## src/rtl/dec_timer_pkg.sv

```systemverilog
// dec_timer_pkg: shared types/helpers for the decimal down timer.
// Holds the FSM state enum, digit count and the load-time BCD encoder.
package dec_timer_pkg;

  typedef enum logic {
    IDLE = 1'b0,
    RUN  = 1'b1
  } state_t;

  localparam int BCD_DIGITS = 3;

  function automatic logic [11:0] bin2bcd3(
    input logic [9:0] v
  );
    logic [3:0] h;
    logic [3:0] t;
    logic [3:0] o;
    h = 4'(v / 10'd100);
    t = 4'((v / 10'd10) % 10'd10);
    o = 4'(v % 10'd10);
    return {h, t, o};
  endfunction

endpackage

```

## src/rtl/dec_down_timer_digit.sv

```systemverilog
// bcd_digit_dn: one BCD digit that loads or counts down.
// Ports: clk, rst (async low), ld/ld_val, dec, digit, borrow_out.
module bcd_digit_dn (
  input  logic       clk,
  input  logic       rst,
  input  logic       ld,
  input  logic [3:0] ld_val,
  input  logic       dec,
  output logic [3:0] digit,
  output logic       borrow_out
);

  // Borrow ripples to the next digit in the
  // same cycle this digit wraps 0 -> 9.
  assign borrow_out = dec && (digit == 4'd0);

  always_ff @(posedge clk or negedge rst) begin
    if (!rst) begin
      digit <= 4'd0;
    end else if (ld) begin
      digit <= ld_val;
    end else if (dec) begin
      if (digit == 4'd0) begin
        digit <= 4'd9;
      end else begin
        digit <= digit - 4'd1;
      end
    end
  end

endmodule

```

## src/rtl/dec_down_timer.sv

```systemverilog
// dec_down_timer: loadable decimal countdown, one-shot or periodic.
// Ports: clk, rst (async low), load/load_val, start, stop, periodic,
// busy, tc, out (binary), bcd (3 BCD digits).
module dec_down_timer
  import dec_timer_pkg::*;
#(
  parameter int WIDTH = 32,
  parameter int MAX   = 999
) (
  input  logic             clk,
  input  logic             rst,
  input  logic             load,
  input  logic [WIDTH-1:0] load_val,
  input  logic             start,
  input  logic             stop,
  input  logic             periodic,
  output logic             busy,
  output logic             tc,
  output logic [WIDTH-1:0] out,
  output logic [11:0]      bcd
);

  localparam logic [WIDTH-1:0] ONE  = WIDTH'(1);
  localparam logic [WIDTH-1:0] ZERO = '0;
  localparam logic [WIDTH-1:0] SMAX = WIDTH'(MAX);

  state_t           state, state_n;
  logic [WIDTH-1:0] out_n;
  logic [WIDTH-1:0] rl, rl_n;
  logic [11:0]      rl_bcd, rl_bcd_n;
  logic             tc_n;
  logic [WIDTH-1:0] sat;
  logic [11:0]      sat_bcd;

  logic             dig_ld;
  logic [11:0]      dig_ld_val;
  logic             dec_en;

  assign sat = (load_val > SMAX) ? SMAX : load_val;
  assign sat_bcd = bin2bcd3(sat[9:0]);

  assign busy = (state == RUN);

  always_ff @(posedge clk or negedge rst) begin
    if (!rst) begin
      state  <= IDLE;
      out    <= '0;
      rl     <= '0;
      rl_bcd <= '0;
      tc     <= 1'b0;
    end else begin
      state  <= state_n;
      out    <= out_n;
      rl     <= rl_n;
      rl_bcd <= rl_bcd_n;
      tc     <= tc_n;
    end
  end

  always_comb begin
    state_n    = state;
    out_n      = out;
    rl_n       = rl;
    rl_bcd_n   = rl_bcd;
    tc_n       = 1'b0;
    dig_ld     = 1'b0;
    dig_ld_val = '0;
    dec_en     = 1'b0;
    if (load) begin
      out_n      = sat;
      rl_n       = sat;
      rl_bcd_n   = sat_bcd;
      state_n    = IDLE;
      dig_ld     = 1'b1;
      dig_ld_val = sat_bcd;
    end else if (stop) begin
      state_n = IDLE;
    end else if (start && state == IDLE) begin
      if (out != ZERO) begin
        state_n = RUN;
      end
    end else if (state == RUN) begin
      unique case (1'b1)
        (out > ONE): begin
          out_n  = out - ONE;
          dec_en = 1'b1;
        end
        (out == ONE): begin
          out_n  = ZERO;
          dec_en = 1'b1;
          tc_n   = 1'b1;
          if (!periodic) begin
            state_n = IDLE;
          end
        end
        default: begin
          // Zero in RUN only persists while periodic:
          // reload keeps the period at N+1.
          if (periodic) begin
            out_n      = rl;
            dig_ld     = 1'b1;
            dig_ld_val = rl_bcd;
          end else begin
            state_n = IDLE;
          end
        end
      endcase
    end
  end

  logic [BCD_DIGITS-1:0][3:0] dig;
  logic [BCD_DIGITS:0]        dec_c;
  logic                       unused_borrow;

  assign dec_c[0]      = dec_en;
  assign unused_borrow = dec_c[BCD_DIGITS];
  assign bcd           = dig;

  for (genvar i = 0; i < BCD_DIGITS; i++) begin : g_dig
    bcd_digit_dn u_dig (
      .clk        (clk),
      .rst        (rst),
      .ld         (dig_ld),
      .ld_val     (dig_ld_val[i*4 +: 4]),
      .dec        (dec_c[i]),
      .digit      (dig[i]),
      .borrow_out (dec_c[i+1])
    );
  end

endmodule

```

## config.mk

```make
export PLATFORM = sky130hd
export DESIGN_NAME = dec_down_timer
export DESIGN_NICKNAME = d
export VERILOG_FILES = /design/src/rtl/dec_timer_pkg.sv /design/src/rtl/dec_down_timer_digit.sv /design/src/rtl/dec_down_timer.sv
export SDC_FILE = /design/constraint.sdc
export NUM_CORES = 1
export LEC_CHECK = 0
export ABC_AREA = 1
export CAP_MARGIN = 15
export CORE_ASPECT_RATIO = 1.1
export CORE_UTILIZATION = 52
export CTS_CLUSTER_DIAMETER = 120
export DETAILED_ROUTE_END_ITERATION = 6
export PLACE_DENSITY = 0.87
export SLEW_MARGIN = 20
export SYNTH_ARGS = -nofsm -noshare
export SYNTH_HDL_FRONTEND = slang
export SYNTH_SLANG_ARGS = --single-unit
```

## constraint.sdc

```tcl
create_clock -name clk -period 3.4 [get_ports clk]
set_clock_uncertainty 0.05 [all_clocks]
set_input_delay 0.34 -clock clk [delete_from_list [all_inputs] [get_ports clk]]
set_output_delay 0.34 -clock clk [all_outputs]
set_load 0.02 [all_outputs]
```

* Word level (Yosys, flattened, before mapping)
Index checks and enable logic that the tools add are counted.
** Cells by class
- Bitwise operators :: 1
- Div/mod/pow operators :: 4
- Mux-type cells :: 44
- Order comparisons :: 2
- Add/subtract/negate cells :: 4
- Equal/unequal tests :: 4
- Reductions and logical operators :: 14
** Operators by type and width (count)
- two-way mux 32 bit :: 6
- two-way mux 12 bit :: 6
- one-hot mux 32 bit (2 select lines) :: 1
- two-way mux 4 bit :: 9
- equality test 32 x 1 -> 1 bit (second input constant) :: 1
- greater-than comparator 32 x 1 -> 1 bit (second input constant) :: 1
- greater-than comparator 32 x 10 -> 1 bit (second input constant) :: 1
- nonzero test 32 bit :: 1
- subtractor 32 x 1 -> 32 bit (second input constant) :: 1
- two-way mux 1 bit :: 22
- remainder unit 10 x 4 -> 10 bit (second input constant) :: 2
- zero test 4 bit :: 3
- subtractor 4 x 1 -> 4 bit (second input constant) :: 3
- divider 10 x 4 -> 10 bit (second input constant) :: 1
- divider 10 x 7 -> 10 bit (second input constant) :: 1
- nonzero test 2 bit :: 4
- != test 2 bit (second input constant) :: 2
- != test 4 x 3 -> 1 bit (second input constant) :: 1
- AND reduction 4 bit :: 1
- nonzero test 4 bit :: 1
- logical AND 1 bit :: 3
- OR reduction 2 bit :: 1
- NOT 1 bit :: 1
** Storage, ports and cells
- Output and inout bits :: 46
- Register bits :: 90
- Bits of input ports :: 38
- Logic and storage cells :: 81

* Logic depth before layout (Yosys ltp)
Gate-level depths: netlist of the first run.
- Depth in word-level cells :: 11
- Mapped depth :: 66
- Gate-level depth less buffers :: 66

* Cells and area by module
From an unflattened synthesis of the first run, not the netlist that was laid out.
** Unflattened totals
- Cells, all modules :: 1075
- Area total of the unflattened synthesis :: 6977.9 um^2
** By module, submodules not included
- dec_down_timer :: sequential area each 1926.8 um^2, times used 1, area an instance 6219.7 um^2, cells an instance 964
- bcd_digit_dn :: sequential area each 100.1 um^2, times used 3, area an instance 252.7 um^2, cells an instance 37

* Worst setup path after synthesis of the first run
Ideal clock, no wire load.
- Path type :: input to register
- Start point :: in load_val[29]
- End point :: reg g_dig[1].u_dig.digit[3]
- Library setup time :: 77 ps
- Data required time :: 3273 ps
- Slack :: -3295 ps
- Cell stages on the path :: 59
- Arrival time :: 6567 ps
- Path buffers :: 0
- Cells stage by stage :: or2_1 -> nor2_2 -> nand2_2 -> nor2_8 -> inv_2 -> nor2_2 -> ha_1 -> nand2_2 -> nand3_2 -> nand3_2 -> nand2_4 -> nand2_4 -> a21oi_4 -> nand2_2 -> nand2_2 -> nand2_2 -> nand2_4 -> nand3_1 -> [23 not listed] -> nand4_1 -> nand2_1 -> inv_1 -> ha_1 -> inv_1 -> nor3_1 -> nand2_1 -> nor2_1 -> nand3_2 -> nand2_2 -> nand2_1 -> and2_1 -> ha_1 -> xnor2_1 -> nand2_1 -> nand2_1 -> nand2_1 -> a21oi_1
** On the way
- Longest elaborated chain between the ends :: 6
** Ends and longest elaborated chain
- start, declared :: RTL line dec_down_timer.sv:13 : input logic [WIDTH-1:0] load_val,
- greater-than comparator 32 x 10 -> 1 bit :: RTL line dec_down_timer.sv:39 : assign sat = (load_val > SMAX) ? SMAX : load_val;
- two-way mux 32 bit :: RTL line dec_down_timer.sv:39
- divider 10 x 4 -> 10 bit :: RTL line dec_timer_pkg.sv:19 : t = 4'((v / 10'd10) % 10'd10);
- remainder unit 10 x 4 -> 10 bit :: RTL line dec_timer_pkg.sv:19
- two-way mux 12 bit :: RTL line dec_down_timer.sv:69 : if (load) begin
- two-way mux 4 bit :: RTL line dec_down_timer_digit.sv:20 : end else if (ld) begin
- end signal, assigned :: RTL line dec_down_timer_digit.sv:21 : digit <= ld_val;
- end signal, assigned :: RTL line dec_down_timer_digit.sv:26 : digit <= digit - 4'd1;
- end, declared :: RTL line dec_down_timer_digit.sv:9 : output logic [3:0] digit,
Every way passes these cells.
A chain may end at the register's enable or synchronous reset.

* Final worst setup path of the first run
Ends and elaborated chain as after synthesis.

==> results of run 1 <==
## worst reg2reg max path, delay by kind of cell (launching register included)
family                 cells  cell delay [ns]
flip-flops                 1             0.44
buffers and inverters      7             1.09
AND/OR/NAND/NOR            9             1.76
AO/OA/AOI/OAI              1             0.44
## flip-flops by register name (all words and copies together), names as in the netlist
register           count
busy                   1
g_dig.u_dig.digit     12
out                   32
tc                     1
rl                    32
rl_bcd                11
## final cells by class
type | count | share of cell area, %
clock inverter | 7 | 0.5845
clock buffer | 9 | 2.147
inverter | 159 | 5.857
tap | 161 | 1.921
sequential | 89 | 21.23
timing repair buffer | 284 | 22.19
timing repair inverter | 1 | 0.07157
multi-input combinational | 797 | 46.00
## final timing paths
check / slack (ns) / depth (start not counted) / start / to
min reg2reg: 0.43 / 2 / rl[6] / rl[6]
min in group clk: 0.43 / 2 / rl[6] / rl[6]
max in group asynchronous: 2.57 / 2 / rst / out[26]
min: 0.02 / 1 / rst / out[30]
max reg2reg: -0.50 / 17 / out[15] / out[14]
max: -3.60 / 60 / load_val[29] / g_dig[1].u_dig.digit[3]
## power by group through the flow
stage          sequential (mW)  combinational [mW]  clock [mW]
2_1_floorplan             1.22               0.210           0
3_3_place_gp              1.18               0.473           0
3_5_place_dp              1.18               0.487           0
4_1_cts                   1.16               0.491       0.977
5_1_grt                   1.18               0.573        1.02
6_report                  1.17               0.531        1.01
## per-stage QoR
step	std cells	utilization (%)	power, mW	hold slack (ns)
finish	1507	79.72	2.711	0.01570
global route	1507	79.72	2.772	0.08311
CTS	1487	76.26	2.632	0.04389
detailed placement	1451	70.61	1.669	0.3999
global placement	1451	70.61	1.653	0.3931
floorplan	1064	-	1.431	-0.005591
## cells in the mapped netlist (2+ instances only)
cell type / count
a21oi_1: 43
a22o_1: 4
a22oi_1: 3
a31oi_1: 5
a32oi_1: 5
buf_1: 4
buf_4: 2
buf_6: 3
clkbuf_1: 10
dfrtp_1: 89
ha_1: 12
inv_1: 147
inv_2: 10
nand2_1: 272
nand2_2: 28
nand2_4: 9
nand3_1: 67
nand3_2: 8
nand4_1: 22
nor2_1: 141
nor2_2: 6
nor2_4: 7
nor3_1: 17
nor4_1: 5
o211ai_1: 4
o21a_1: 2
o21ai_0: 68
o21ai_1: 6
o221ai_1: 6
o22ai_1: 9
or2_2: 3
xnor2_1: 2
xor2_1: 25
## logic make-up after synthesis
logic type / count (synthesis) / synth area share, %
simple gates: 593 / 38.96
buf+inv: 178 / 10.02
compound gates: 164 / 13.64
flops: 89 / 31.73
xor+xnor: 27 / 3.370
fa+ha+maj: 12 / 2.139
mux: 1 / 0.1426
## metal layers
| layer | global-route usage (%) | part of all wire [%] |
|---|---|---|
| met5 | 0 | 0 |
| met4 | 23.00 | 11 |
| met3 | 5.888 | 12 |
| met2 | 63.00 | 45 |
| met1 | 37.62 | 32 |
## timing repair
action                                  in CTS  in global routing
endpoints found under the setup margin      24                 53
buffers inserted                            19                 20
resized for setup                          152                 91
gates cloned                                 1                  0
pin swaps                                   95                 52
==> qor.yml, run 1 <==
fmaxAchievable_mhz: 142.9
crit_buf_inv: 9
final_layout_size_suffix_gt1_share_pct: 33.14
tightestPinTransition_ns: 0.7947
cp.required_ns: 3.64
diodes: 0
final_area_um2: 10490
drv_cap: 0
p_sw_mw: 0.8812
drc: 6
die_h_um: 123.8
cts_buffers: 9
synth_top_flop_cell: "dfrtp_1"
ys_types: 53
final_cell_mix: "227 x nand2_1, 188 x buf_4, 134 x inv_1"
ir_drop_v: 0.0002585
grtUsageTotal_pct: 34.72
min_period_ns: 7.000
place_area_um2: 9290
grt_pass1_wl_um: 38900
yosys.area.top_type_share_pct: 31.73
cts_max_path_buffers: 2
yosysSeqAreaShare_pct: 31.73
cp-end-kind: "register"
nNetsFinal: 1391
clock_latency_ns: 0.36
cts_hold_buf: 0
setup_ws_ns: -3.600
dp_hpwl_um: 15710
io-pin-count: 84
syn2layout_area_growth_pct: 49.46
clk_pin_slew_ns: 0.08
setup_tns_ns: -44.51
vias: 9738
h-tree-depth: 3
place_ws_ns: -3.653
synthCells: 1064
power.leakage_nw: 5.225
root_buffer: "clkbuf_16"
slowest_delay_ns: 0.23
avgSynthCellArea_um2: 6.596
cp_max_fo: 6
hold_violations: 0
core-area_um2: 13160
seq_area_um2: 2227
ys_seq_elements: 89
critPathArrivalTime_ns: 7.23
hold_class: "primary input to async pin"
p_per_area_nw_per_um2: 258.5
outcome: "finished, violations left"
crit_top_cell: "nand2_2"
grt_max_degree: 62
grt_pass1_vias: 8500
final_common_cell: "nand2_1"
dieArea_um2: 13970
report.final.slew_viol_count: 0
slew_headroom_pct: 47.02
critPathTopFamily: "simple AND/OR/NAND/NOR gates"
syn-num-nets: 1114
rsz0062_at_grt: "true"
p_seq_share_pct: 43.3
vias_per_cell: 6.462
synthArstFlopShare_pct: 100.0
drtIter0Drc: 1405
syn_area_um2: 7018
cts_tree: "built"
start_util_pct: 53.34
placementRows: 44
cp_slowest_cell: "or2_1"
setup_viol: 53
power.share.switching_pct: 32.50
post-route-period-util_pct: 205.9
synthTopCellsByArea: "dfrtp_1 32%, nand2_1 15%, inv_1 7.9%"
violations: "DRC, setup timing"
synth_largest_area_cell: "dfrtp_1"
synth_edf_count: 0
crit_type: "primary input to register"
cts.sinks: 89
clkPwrFrac_pct: 37.1
n_fill_cell: 695
dr.pass1.iters: 7
p_int_mw: 1.830
comb_power_share_pct: 19.6
multi_input_area_um2: 4825
route.detailed.wl_per_inst_um: 20.39
port_buffers: 83
antenna_found_initial: 0
postRouteAntennaNets: 0
overflow: 0
crit_path_start_kind: "primary input"
routed_wl_um: 30730
routabilityCongestion: 0.9296
die_w_um: 112.8
yosys_warnings: 0
Power figures use the tool's default switching activity.
==> run 2, diff against run 1 <==
--- a/config.mk
+++ b/config.mk
@@ -8,10 +8,10 @@
 export ABC_AREA = 1
 export CAP_MARGIN = 15
 export CORE_ASPECT_RATIO = 1.1
-export CORE_UTILIZATION = 52
+export CORE_UTILIZATION = 60
 export CTS_CLUSTER_DIAMETER = 120
 export DETAILED_ROUTE_END_ITERATION = 6
-export PLACE_DENSITY = 0.87
+export PLACE_DENSITY_LB_ADDON = 0.12
 export SLEW_MARGIN = 20
 export SYNTH_ARGS = -nofsm -noshare
 export SYNTH_HDL_FRONTEND = slang
==> constraint.sdc (replaced) <==
create_clock -name clk -period 8.8 [get_ports clk]
set_clock_uncertainty 0.05 [all_clocks]
set_input_delay 0.88 -clock clk [delete_from_list [all_inputs] [get_ports clk]]
set_output_delay 0.88 -clock clk [all_outputs]
set_load 0.02 [all_outputs]
==> run 2 against run 1 <==
Compared with the run above:
- the flow now finishes without violations
- hold slack better by 0.40 ns
- sequential share of layout area rose by 5.6 points
- critical path depth up 2
- via count down 25%
- register-to-register slack gained 4.0 ns
- final cell count shrank 14%
- count of clock-buffer cells in the layout increased by 3
- sequential cell count unchanged
- first-iteration DRC count is 62% lower
- largest power group unchanged
- highest routed layer unchanged
==> qor.yml, run 2 (synthesized netlist as in run 1, its figures left out) <==
outcome: "finished, final reports clean"
place_area_um2: 7985  # -14%
final_cell_mix: "272 x nand2_1, 147 x inv_1, 141 x nor2_1"
r2r_end: "g_dig[0].u_dig.digit[2]"
crit_top_cell: "nand2_1"
drc: 0  # -6
grtUsageTotal_pct: 32.42  # -2.3 points
ir_drop_v: 0.0001140  # -56%
final_area_um2: 8287  # -21%
final_common_cell: "nand2_1"
crit_start: "load_val[29]"
reg2reg_slack_ns: 3.48  # +3.98 ns
crit_type: "primary input to register"
nNetsFinal: 1196  # -14%
grt_pass1_wl_um: 31070  # -20%
reg_top3: "out: 32 flops, rl: 32 flops, g_dig.u_dig.digit: 12 flops"
port_buffers: 83  # unchanged
postRouteAntennaNets: 0  # unchanged
h-tree-depth: 3  # unchanged
final_cells: 1300  # -14%
reg2reg_from: "out[16]"
cp-end-kind: "register"
routed_wl_um: 18820  # -39%
cp_slowest_cell: "clkdlybuf4s50_1"
start_util_pct: 61.35  # +8.0 points
die_h_um: 115.4  # -6.8%
cts_buffers: 9  # unchanged
core-area_um2: 11440  # -13%
power.leakage_nw: 4.201  # -20%
clock_latency_ns: 0.34  # -0.02 ns
routabilityCongestion: 0.9472  # +1.9%
cts_max_path_buffers: 2  # unchanged
io-pin-count: 84  # unchanged
root_buffer: "clkbuf_16"
setup_tns_ns: 0  # +44.51 ns
hold_violations: 0  # unchanged
finalHoldWorstSlack_ns: 0.4136  # +0.3979 ns
slowest_delay_ns: 0.39  # +0.16 ns
fmaxAchievable_mhz: 126.2
setup_viol: 0  # -100%
tightestPinTransition_ns: 0.9080  # +0.1133 ns
dr.pass1.iters: 5  # -2
overflow: 0  # unchanged
r2r_cells: 17  # unchanged
cp.required_ns: 9.02  # +5.38 ns
vias_per_cell: 5.603  # -13%
cts_tree: "built"
route.detailed.wl_per_inst_um: 14.48  # -29%
post-route-period-util_pct: 90.06
grt_max_degree: 58  # -6.5%
min_period_ns: 7.925
vias: 7284  # -25%
syn2layout_area_growth_pct: 18.08
drv_cap: 0  # unchanged
die_w_um: 105.1  # -6.8%
place_inst: 1285  # -11%
clk_pin_slew_ns: 0.06  # -0.02 ns
cp_max_fo: 10  # +4
p_per_area_nw_per_um2: 121.8  # -53%
dieArea_um2: 12130  # -13%
crit_path_start_kind: "primary input"
dp_hpwl_um: 14400  # -8.4%
antenna_found_initial: 0  # unchanged
cts.sinks: 89  # unchanged
drtIter0Drc: 536  # -62%
final_layout_size_suffix_gt1_share_pct: 8.957  # -24 points
report.final.slew_viol_count: 0  # unchanged
placementRows: 41  # -6.8%
endpoint: "g_dig[1].u_dig.digit[3]"
slew_headroom_pct: 39.40  # -7.6 points
diodes: 0  # unchanged
critPathArrivalTime_ns: 8.14  # +0.91 ns
hold_class: "primary input to async pin"
rsz0062_at_grt: "false"
grt_pass1_vias: 6692  # -21%
## run 2: repair_timing
item | 4_1_cts | 5_1_grt
buffers inserted | 0 | 0
setup endpoints to repair | 0 | 2
gates resized for setup | 0 | 1
hold buffers | 0 | 0
## run 2: worst min path at each step
stage / from / to / slack (ns) / cells past startpoint
2_1_floorplan: rl[21] / rl[21] / 0.38 / 2
3_3_place_gp: rl[16] / rl[16] / 0.39 / 2
3_5_place_dp: rl[16] / rl[16] / 0.40 / 2
4_1_cts: rl[16] / rl[16] / 0.42 / 2
5_1_grt: rst / g_dig[0].u_dig.digit[3] / 0.44 / 1
6_report: rst / g_dig[0].u_dig.digit[3] / 0.41 / 1
## run 2: cell type report
class,count,area (um2)
Multi-Input combinational cell,797,4093
Fill cell,1010,3153
Sequential cell,89,2227
Timing Repair Buffer,90,880.8
Inverter,159,601.8
Clock buffer,12,256.5
Tap cell,150,187.7
Clock inverter,3,40.04
## run 2: through the flow
stage               utilization, %  setup slack (ns)  total power, mW
floorplan                        -             1.565           0.5525
global placement             69.80            0.6438           0.6301
detailed placement           69.80            0.4358           0.6328
CTS                          72.39            0.7737            1.011
global route                 72.44          0.006914            1.055
finish                       72.44            0.8749            1.009
## run 2: layer usage
metal  vias to the layer above  global-route usage (%)  part of all wire, %
li1                       3601                       -                    -
met1                      3348                   39.82                   42
met2                       283                   56.95                   49
met3                        52                   4.274                  5.6
met4                         0                   15.59                  3.7
met5                         -                       0                    0
## run 2: worst max-delay path: cells and delay by family
family / cells / cell delay [ns]
simple gates: 47 / 5.26
buf+inv: 8 / 0.86
fa+ha+maj: 4 / 0.69
compound gates: 2 / 0.27
xor+xnor: 1 / 0.16
## run 2: power breakdown
group | internal (mW) | switching [mW] | total [mW]
Clock | 0.233 | 0.148 | 0.381
Sequential | 0.429 | 0.0214 | 0.450
Combinational | 0.0739 | 0.104 | 0.177
==> variant, RTL diff (flow settings as in run 2) <==
The parameter `WIDTH` goes from 32 to 28.
--- a/src/rtl/dec_down_timer.sv
+++ b/src/rtl/dec_down_timer.sv
@@ -6,3 +6,3 @@
 #(
-  parameter int WIDTH = 32,
+  parameter int WIDTH = 28,
   parameter int MAX   = 999
Interface: changed (resized load_val and out); port bits go from 84 to 76. The function was not compared with the original's and may differ.
==> variant against run 2 <==
Critical path depth shrank 14; sequential cell count decreased by 8; synthesized area fell by 7.5%; global-route usage fell by 1.3 points; non-clock buffer count shrank 11; power is 9.0% lower; design area shrank 7.3%; first-iteration DRC count shrank 22%; fmax rose by 12%; worst setup slack gained 0.88 ns; combinational power decreased by 18%; wire length decreased by 13%; largest cell class unchanged.
==> variant: results <==
[worst_setup_path]
crit_fanout = 9
reg2reg_slack_ns = 4.06
reg2reg_depth = 18

[synthesis]
ys_top_cells_by_area = "dfrtp_1, nand2_1, inv_1"
synth_fp_nets = 1020
netlist_instances = 975
synth_common_cells = "nand2_1, inv_1, nor2_1, dfrtp_1, nand3_1"

[placement]
portBuffers = 75
numPlacedInstances = 1180
place_congestion = 0.940
placedInstanceArea_um2 = 7390

[final_layout]
fin_cells = 1196
top_regs = "out (28), rl (28), g_dig.u_dig.digit (12)"
n_fill_cell = 901
final_nets = 1093
post-route-util_pct = 73.6
drive_above_1_share_pct = 9.02

[min_path]
hold_path_class = "flip-flop to flip-flop"

[global_routing]
grt_pass1_wl_um = 28200
grt_pass1_vias = 6427
grt_max_degree = 82

[pwr]
max-vdd-ir-drop_uv = 119

[sta]
worstMarginPinSlew_ns = 0.997

[routing]
drt_iter0_drc = 418

[status]
outcome = "finished, final reports clean"
-- variant: cell types whose count changed after synthesis, sizes merged, moves of 6 or more --
cell and change:
nand2 -39, nor2 -34, a21oi -14, nand3 +10, nand4 +10, inv -9
dfrtp -8, a31oi +7, xor2 -7, buf -6
-- variant: report_power, final --
part	leakage [nW]	total, W	switching, W	internal, W
Clock	0.142	0.000365	0.000143	0.000222
Combinational	2.66	0.000146	0.0000854	0.0000607
Sequential	1.04	0.000407	0.0000183	0.000389
Total	3.84	0.000919	0.000247	0.000672
-- variant: routing by layer --
layer  wire [µm]  GRT usage [%]
met5           0              0
met3         808           4.04
met4         518           15.9
met2        8270           53.7
met1        6860           37.4
-- variant: layout make-up --
| type | count | area share, % |
|---|---|---|
| multi-input combinational | 726 | 49.9 |
| sequential | 81 | 26.4 |
| timing repair buffer | 79 | 10.1 |
| inverter | 151 | 7.41 |
| clock buffer | 15 | 3.75 |
| tap | 143 | 2.33 |
| clock inverter | 1 | 0.0977 |
-- variant: logic make-up (layout without fill, tap and decap cells) --
logic type	count (synthesis)	after routing	share of synthesized area (%)
simple gates	541	541	39.9
buf+inv	168	246	9.79
compound gates	153	153	14.2
flops	81	81	31.2
xor+xnor	21	21	2.83
fa+ha+maj	11	11	2.12
-- variant: path summary, 6_finish.rpt --
path                         startpoint                      end
setup / recovery           load_val[22]  g_dig[1].u_dig.digit[3]
hold / removal                   rl[14]                   rl[14]
setup reg to reg                 out[0]                  out[13]
hold reg to reg                  rl[14]                   rl[14]
max in group asynchronous           rst                   rl[16]
min in group asynchronous           rst                   rl[23]
-- variant: metrics by stage --
stage | total power (W) | setup WS (ns)
2_1_floorplan | 0.000491 | 2.63
3_3_place_gp | 0.000556 | 1.63
4_1_cts | 0.000921 | 1.80
6_report | 0.000919 | 1.75
5_1_grt | 0.000957 | 1.00
3_5_place_dp | 0.000558 | 1.46
-- variant: worst register-to-register path, cell delays in order (launching register included) --
cell and delay [ns]:
dfrtp_1 0.43, inv_1 0.15, ha_1 0.21, nand2_1 0.11
nor2_1 0.26, nand2_1 0.17, nor2_1 0.26, inv_1 0.11
nor3_1 0.23, nand3_1 0.29, clkinv_1 0.29, a21oi_1 0.10
buf_4 0.21, inv_1 0.24, nor2_2 0.05, buf_4 0.24
inv_1 0.73, o21ai_0 0.22, a22o_1 0.28
